### src/rtl/mod_counter_bank.sv
// mod_counter_bank: bank of CH independent up/down modulo counters with runtime terminal values
// Combinational tc feeds same-cycle cascades; wrap is the registered one-cycle version of tc.
module mod_counter_bank #(
  parameter int CH = 3,
  parameter int W  = 3
) (
  input  logic            clk,
  input  logic            rst_n,
  input  logic [CH-1:0]   sel,
  input  logic [CH-1:0]   en,
  input  logic [CH-1:0]   dir,
  input  logic [CH-1:0]   load,
  input  logic [CH*W-1:0] load_val,
  input  logic [CH*W-1:0] mod_max,
  output logic [CH*W-1:0] cnt,
  output logic [CH-1:0]   tc,
  output logic            tc_any,
  output logic [CH-1:0]   wrap
);
  for (genvar i = 0; i < CH; i++) begin : g_ch
    logic [W-1:0] q, mx, lv, nxt;
    logic w, at_top, at_zero;
    assign mx      = mod_max[i*W +: W];
    assign lv      = load_val[i*W +: W];
    assign at_top  = q >= mx;
    assign at_zero = q == '0;
    assign tc[i]   = sel[i] & ~load[i] & en[i] & (dir[i] ? at_zero : at_top);
    // a count above a lowered terminal clamps to it when counting down
    always_comb begin
      nxt = !sel[i] ? '0 :
            load[i] ? (lv <= mx ? lv : '0) :
            !en[i]  ? q :
            dir[i]  ? ((at_zero || q > mx) ? mx : q - W'(1)) :
                      (at_top ? '0 : q + W'(1));
    end
    always_ff @(posedge clk or negedge rst_n) begin
      if (!rst_n) begin
        q <= '0;
        w <= 1'b0;
      end else begin
        q <= nxt;
        w <= tc[i];
      end
    end
    assign cnt[i*W +: W] = q;
    assign wrap[i]       = w;
  end
  assign tc_any = |tc;
endmodule

### config.mk
export PLATFORM = sky130hd
export DESIGN_NAME = mod_counter_bank
export DESIGN_NICKNAME = d
export VERILOG_FILES = /design/src/rtl/mod_counter_bank.sv
export SDC_FILE = /design/constraint.sdc
export NUM_CORES = 1
export LEC_CHECK = 0
export BUFFER_PORTS_ARGS = -buffer_cell sky130_fd_sc_hd__clkbuf_2
export CAP_MARGIN = 10
export CORE_ASPECT_RATIO = 0.8
export CORE_MARGIN = 3
export CORE_UTILIZATION = 53
export CTS_CLUSTER_DIAMETER = 200
export CTS_CLUSTER_SIZE = 40
export DETAILED_ROUTE_END_ITERATION = 16
export GPL_TIMING_DRIVEN = 1
export PLACE_DENSITY = 0.86
export SETUP_SLACK_MARGIN = 0.02
export SKIP_LAST_GASP = 1
export SLEW_MARGIN = 20
export SYNTH_ARGS = -nofsm -noshare
export SYNTH_HDL_FRONTEND = slang
export SYNTH_SLANG_ARGS = --single-unit
### constraint.sdc
create_clock -name clk -period 2.41 [get_ports clk]
set_input_delay 0.3615 -clock clk [delete_from_list [all_inputs] [get_ports clk]]
set_output_delay 0.3615 -clock clk [all_outputs]
set_load 0.005 [all_outputs]
==> After elaboration in Yosys (flattened, before gate mapping) <==
Cells that the tools add are included.
{ "op_classes": {"add_sub_neg": 6, "mul": 0, "n_div": 0, "n_lt_le_gt_ge": 9, "n_eq_ne": 3, "shift": 0, "mux": 24, "n_bitwise": 12, "n_reduce_logical": 7} }
{ "ops": {"columns": ["op", "count"], "rows": [
  ["3-bit two-way mux", 21],
  ["3-bit by 1-bit adder with 3-bit output, second input constant", 3],
  ["1-bit bitwise AND", 9],
  ["3-bit greater-or-equal comparator", 3],
  ["3-bit > comparator", 3],
  ["3-bit less-or-equal comparator", 3],
  ["3-bit logical NOT", 3],
  ["3-bit by 1-bit inequality test with 1-bit output, second input constant", 3],
  ["3-bit by 1-bit subtractor with 3-bit output, second input constant", 3],
  ["1-bit logical OR", 3],
  ["1-bit two-way mux", 3],
  ["1-bit NOT", 3],
  ["3-bit OR reduction", 1]
]} }
{ "totals": {"regBits": 12, "latchBits": 0, "mem_bits_rw": 0, "rom_bits": 0, "input_bits": 32, "out_inout_bits": 16, "word_cells": 67, "mem_count": 0} }

==> Depth between registers and ports, before layout <==
{ "depth": {"word_depth": 7, "ltp_mapped": 7, "mapped_depth_nobuf": 7} }

==> Worst setup path before layout <==
OpenSTA, ideal clock, no wires.
{ "synth_path": {"path_kind": "register to output", "startpoint": "register g_ch[0].q[2]", "endpoint": "output tc_any", "arrival_time_ns": 1.850, "t_required_ns": 2.049, "path_slack_ns": 0.199, "path_stages_with_launch": 7, "path_buffers": 0, "path_cell_list": "dfrtp_1 > ha_1 > nand2_1 > a21oi_1 > a2111oi_4 > nor2_2 > or3_1"} }
{ "synth_via": {"elab_chain_cells": 4, "elab_cells_between_ends": 5, "cone_classes": "order compare: 1; mux: 1; bitwise: 1; reduce/logical: 2"} }
{ "synth_rtl": {"columns": ["element", "line_no", "rtl"], "rows": [
  ["start, declared", "21", "logic [W-1:0] q, mx, lv, nxt;"],
  ["start signal, assigned", "41", "q <= nxt;"],
  ["3-bit greater-or-equal comparator / 3-bit logical NOT (equally long branches)", "25, 26", null],
  ["1-bit two-way mux (*)", "27", "assign tc[i] = sel[i] & ~load[i] & en[i] & (dir[i] ? at_zero : at_top);"],
  ["1-bit bitwise AND (*)", "27", null],
  ["net tc[0]", "16", "output logic [CH-1:0] tc,"],
  ["3-bit OR reduction (*)", "48", "assign tc_any = |tc;"],
  ["end, declared", "17", "output logic tc_any,"]
]} }
The timed path passes the listed nets; every way through them passes the cells marked *.

==> Final worst setup path <==
{ "layout_path": {"startpoint": "register g_ch[1].q[2]", "endpoint": "output tc_any"} }
{ "layout_via": {"elab_chain_cells": 4, "elab_cells_between_ends": 5, "cone_classes": "order compare: 1; mux: 1; bitwise: 1; reduce/logical: 2"} }
{ "layout_rtl": {"columns": ["element", "line_no"], "rows": [
  ["start, declared", "21"],
  ["start signal, assigned", "41"],
  ["3-bit greater-or-equal comparator / 3-bit logical NOT (equally long branches)", "25, 26"],
  ["1-bit two-way mux (*)", "27"],
  ["1-bit bitwise AND (*)", "27"],
  ["3-bit OR reduction (*)", "48"]
]} }
Mark *: on every way between the ends. The rest lies on a longest branch, timed or not.

==> key figures <==
Die
  • Core Region: 0.00289 mm²
  • Cell row count: 17
  • Starting density of the core: between 50% and 60%
  • Chip width: 68.9 µm
  • Die height: 56.3 µm
  • Die area: 0.00388 mm²
  • Ports placed on the boundary: 48

Power and ir drop
  • Combinational fraction of design power: between 50% and 60%
  • Power density relative to cell area: approximately 420 mW/mm²
  • Net switching share of the total power: 36.0%
  • Leakage Power: roughly 1.1 nW
  • Cell-internal power: around 0.00057 W
  • Part of the total power dissipated in the clock network: 24.2%
  • Power share of the sequential group: 25.6%
  • Maximum vdd drop: 216 µV
  • Switching Power: 0.000321 W

Worst setup path
  • Critical Path Start Type: register
  • Data required time at the worst endpoint: 2.05 ns
  • CP bufs+invs: 1
  • Worst reg2reg setup slack: 0.36 ns
  • Setup CP Type: register to primary output
  • Startpoint of the worst register-to-register path: g_ch[0].q[1]$_DFFE_PN0P_
  • Reg-to-reg endpoint: g_ch[0].q[1]$_DFFE_PN0P_
  • Critical path capture point type: primary output
  • Critical path cell sequence: ha_1, a21oi_1, and4b_2, a2111oi_4, or3_1, clkbuf_2
  • Worst Path Arrival: 1.97 ns
  • Worst reg2reg path depth: 6
  • Critical path fanouts, max: 4
  • Slowest Stage Delay on Critical Path: 0.39 ns
  • Cell family contributing the most delay on the critical path: simple AND/OR/NAND/NOR gates
  • Cell type of the slowest stage on the worst timing path: sky130_fd_sc_hd__dfrtp_1

Route
  • Total number of vias: 1,787
  • Number of iterations in the first detailed-routing pass: 4
  • Residual antenna-violating net count after detailed routing: 0
  • Wirelength per Cell: between 10 and 15 µm
  • Count of routing violations after the opening detailed-route iteration: 190
  • Via/cell ratio: 5.75
  • Drt total wl: 4.30 mm
  • Residual DRC count: 0

CTS
  • Level count of the clock H-tree: 1
  • CTS tree: done
  • Hold buffer count at CTS: 0
  • Bufs on Longest Clock Path: 2
  • Cell chosen for the clock root: sky130_fd_sc_hd__clkbuf_8
  • Clock slew seen by the registers of the worst setup and hold paths: 0.05 ns
  • CTS buffer count: 3
  • Clock insertion delay at the later pin of the skew report: between 0.2 and 0.25 ns
  • Clock Sink Count: 12

Placed design
  • Post-placement setup slack: 0.0177 ns
  • DP HPWL: 3.49 mm
  • Global placement routability congestion: 0.878
  • # port buffers: 47

Timing
  • Pins over their slew limit: 0
  • Number of endpoints with negative hold slack in the final report: 1
  • Maximum operating frequency: 429 MHz
  • Worst hold-check slack: -0.000137 ns
  • Rel. slew slack: 73.9%
  • Setup WS post-layout: 0.0764 ns
  • Slew of the pin with the lowest slew margin: slightly below 0.4 ns
  • Setup-violating endpoint count in the final report: 0
  • Fin crit period: 2.33 ns
  • Aggregate negative setup slack: 0 ns
  • Share of the cycle needed by the critical path after routing: 96.8%
  • Clock skew after layout: 0.000552 ns
  • Setup repair after global routing missed its margin: false

Cells and area
  • Area growth from synthesis to layout: 27.9%
  • Net total in the final layout: 333
  • Fraction of layout instances using a drive strength above 1: 30.0%
  • Diodes inserted: 0

Global route
  • Gr ovfl total: 0
  • Pin count of the biggest net entering global routing: 13
  • Total global routing track utilization: 22.3%
  • Via count of the first global-routing pass: 1,512
  • Global-route wire length before repair: 6.74 mm
  • Antenna violations before repair: 0

Logic synthesis
  • Flip-flop and latch count after synthesis: 12
  • Sequential area share after synthesis: 17.9%
  • Net count after synthesis: between 200 and 300
  • Cell with the most instances after synthesis: sky130_fd_sc_hd__ha_1
  • Warnings, synthesis: 0
  • Fraction of post-synthesis cell area in the top cell type by area: just over 20%
  • Avg Inst Size Synth: ~8 µm²
  • Post-synth EDFFs: 0
  • Library cell occupying the most area in the post-synthesis netlist: sky130_fd_sc_hd__ha_1
  • Post-synthesis cell count: 215
  • Unique masters post-synth: 40
  • Biggest area contributors in the synthesized netlist: sky130_fd_sc_hd__ha_1 20%, sky130_fd_sc_hd__dfrtp_1 18%, sky130_fd_sc_hd__a21oi_1 5.7%
  • Commonest cells post-synth: 27 x sky130_fd_sc_hd__ha_1, 19 x sky130_fd_sc_hd__a21oi_1, 19 x sky130_fd_sc_hd__nor2_1, 18 x sky130_fd_sc_hd__nand2_1, 17 x sky130_fd_sc_hd__inv_1
  • Fraction of registers with async set/reset: 100%
  • Commonest register cell after synthesis: sky130_fd_sc_hd__dfrtp_1
  • Netlist area before placement: ~0.0017 mm²

Worst hold path
  • Worst hold-check path type: input pin to asynchronous set/reset pin

Outcome
  • Status: finished with violations
  • Failing checks: negative hold slack

Run
  • MaxCap Viol Count: 0
-- worst max path at each step --
| stage | startpoint | slack, ns | end | cells after the start |
|---|---|---|---|---|
| 2_1_floorplan | g_ch[0].q[2]$_DFFE_PN0P_ | 0.20 | tc_any | 6 |
| 3_3_place_gp | mod_max[2] | 0.06 | tc_any | 9 |
| 3_5_place_dp | mod_max[2] | 0.02 | tc_any | 9 |
| 4_1_cts | g_ch[1].q[0]$_DFFE_PN0P_ | 0.02 | tc_any | 7 |
| 5_1_grt | g_ch[0].q[1]$_DFFE_PN0P_ | 0.008 | tc_any | 8 |
| 6_report | g_ch[1].q[2]$_DFFE_PN0P_ | 0.08 | tc_any | 6 |
-- layer usage --
layer  vias up  wire length, µm  track usage, %  part of all wire [%]
met5         -                0               0                     0
met4         0               29            4.17                  0.67
met3         2              332            3.20                   7.7
met2        71             1890            33.0                    44
met1       816             2050            34.1                    48
li1        898                -               -                     -
-- final cells by class --
class | instances | area, µm²
flip-flops and latches | 12 | 303
multi-input cells | 178 | 1330
inverters | 17 | 63.8
fillers | 214 | 751
repair buffers | 62 | 348
clock buffers | 4 | 55.1
well taps | 38 | 47.5
-- worst register-to-register path, stage by stage, from the launching register on --
cell	delay, ns
sky130_fd_sc_hd__dfrtp_2	0.45
sky130_fd_sc_hd__ha_4	0.31
sky130_fd_sc_hd__nand3b_1	0.10
sky130_fd_sc_hd__a21boi_0	0.31
sky130_fd_sc_hd__mux2_2	0.38
sky130_fd_sc_hd__a221oi_1	0.29
sky130_fd_sc_hd__nor3_1	0.08
-- cell usage in the layout, fill, tap and decap left out, types with 4 or more instances in the layout --
cell type	synthesis	routed
sky130_fd_sc_hd__inv_1	17	14
sky130_fd_sc_hd__a211oi_1	4	4
sky130_fd_sc_hd__nor2_1	19	19
sky130_fd_sc_hd__buf_4	3	15
sky130_fd_sc_hd__o211ai_1	6	6
sky130_fd_sc_hd__clkbuf_8	0	4
sky130_fd_sc_hd__clkbuf_2	0	47
sky130_fd_sc_hd__nand2b_1	7	7
sky130_fd_sc_hd__a21oi_1	19	18
sky130_fd_sc_hd__dfrtp_1	12	10
sky130_fd_sc_hd__nor2b_1	10	9
sky130_fd_sc_hd__mux2i_1	5	5
sky130_fd_sc_hd__nand2_1	18	18
sky130_fd_sc_hd__ha_1	27	24
sky130_fd_sc_hd__nand3_1	14	14
sky130_fd_sc_hd__o21ai_0	7	6
sky130_fd_sc_hd__nor3_1	5	5
-- state kept, by name, summed over array words and instances, names as in the netlist --
name	cells
g_ch.q	9
g_ch.w	3
-- timing repair --
action                     4_1_cts  5_1_grt
gates resized for setup          3       11
pin swaps                        1        4
buffers inserted                 0        5
setup endpoints to repair        1        2
-- power by group through the flow --
stage          logic (W)  clock network (W)  registers, W
5_1_grt         0.000503           0.000230      0.000229
2_1_floorplan   0.000264                  0      0.000237
3_5_place_dp    0.000408                  0      0.000231
4_1_cts         0.000414           0.000219      0.000229
6_report        0.000447           0.000216      0.000228
3_3_place_gp    0.000397                  0      0.000231
-- through the flow --
stage / cell area (µm²) / hold slack [ns] / utilization (%) / power (W) / cells
floorplan: 1680 / 0.0659 / - / 0.000501 / 215
global placement: 1990 / 0.261 / 68.8 / 0.000627 / 302
detailed placement: 1990 / 0.265 / 68.8 / 0.000638 / 302
CTS: 2060 / 0.0101 / 71.2 / 0.000862 / 306
global route: 2140 / 0.0200 / 74.0 / 0.000963 / 311
finish: 2140 / -0.000137 / 74.0 / 0.000891 / 311
-- cells by family (layout without fill, tap and decap cells) --
family	Yosys count	count (layout)	share of synthesized area, %
AND/OR/NAND/NOR	82	82	24.5
AO/OA/AOI/OAI	59	59	25.1
adder cells (fa/ha/maj)	27	27	20.2
buffers and inverters	25	83	6.42
flip-flops	12	12	17.9
multiplexers	7	7	4.33
XOR/XNOR	3	3	1.57
Note: power is estimated with default switching activity, not from simulation.
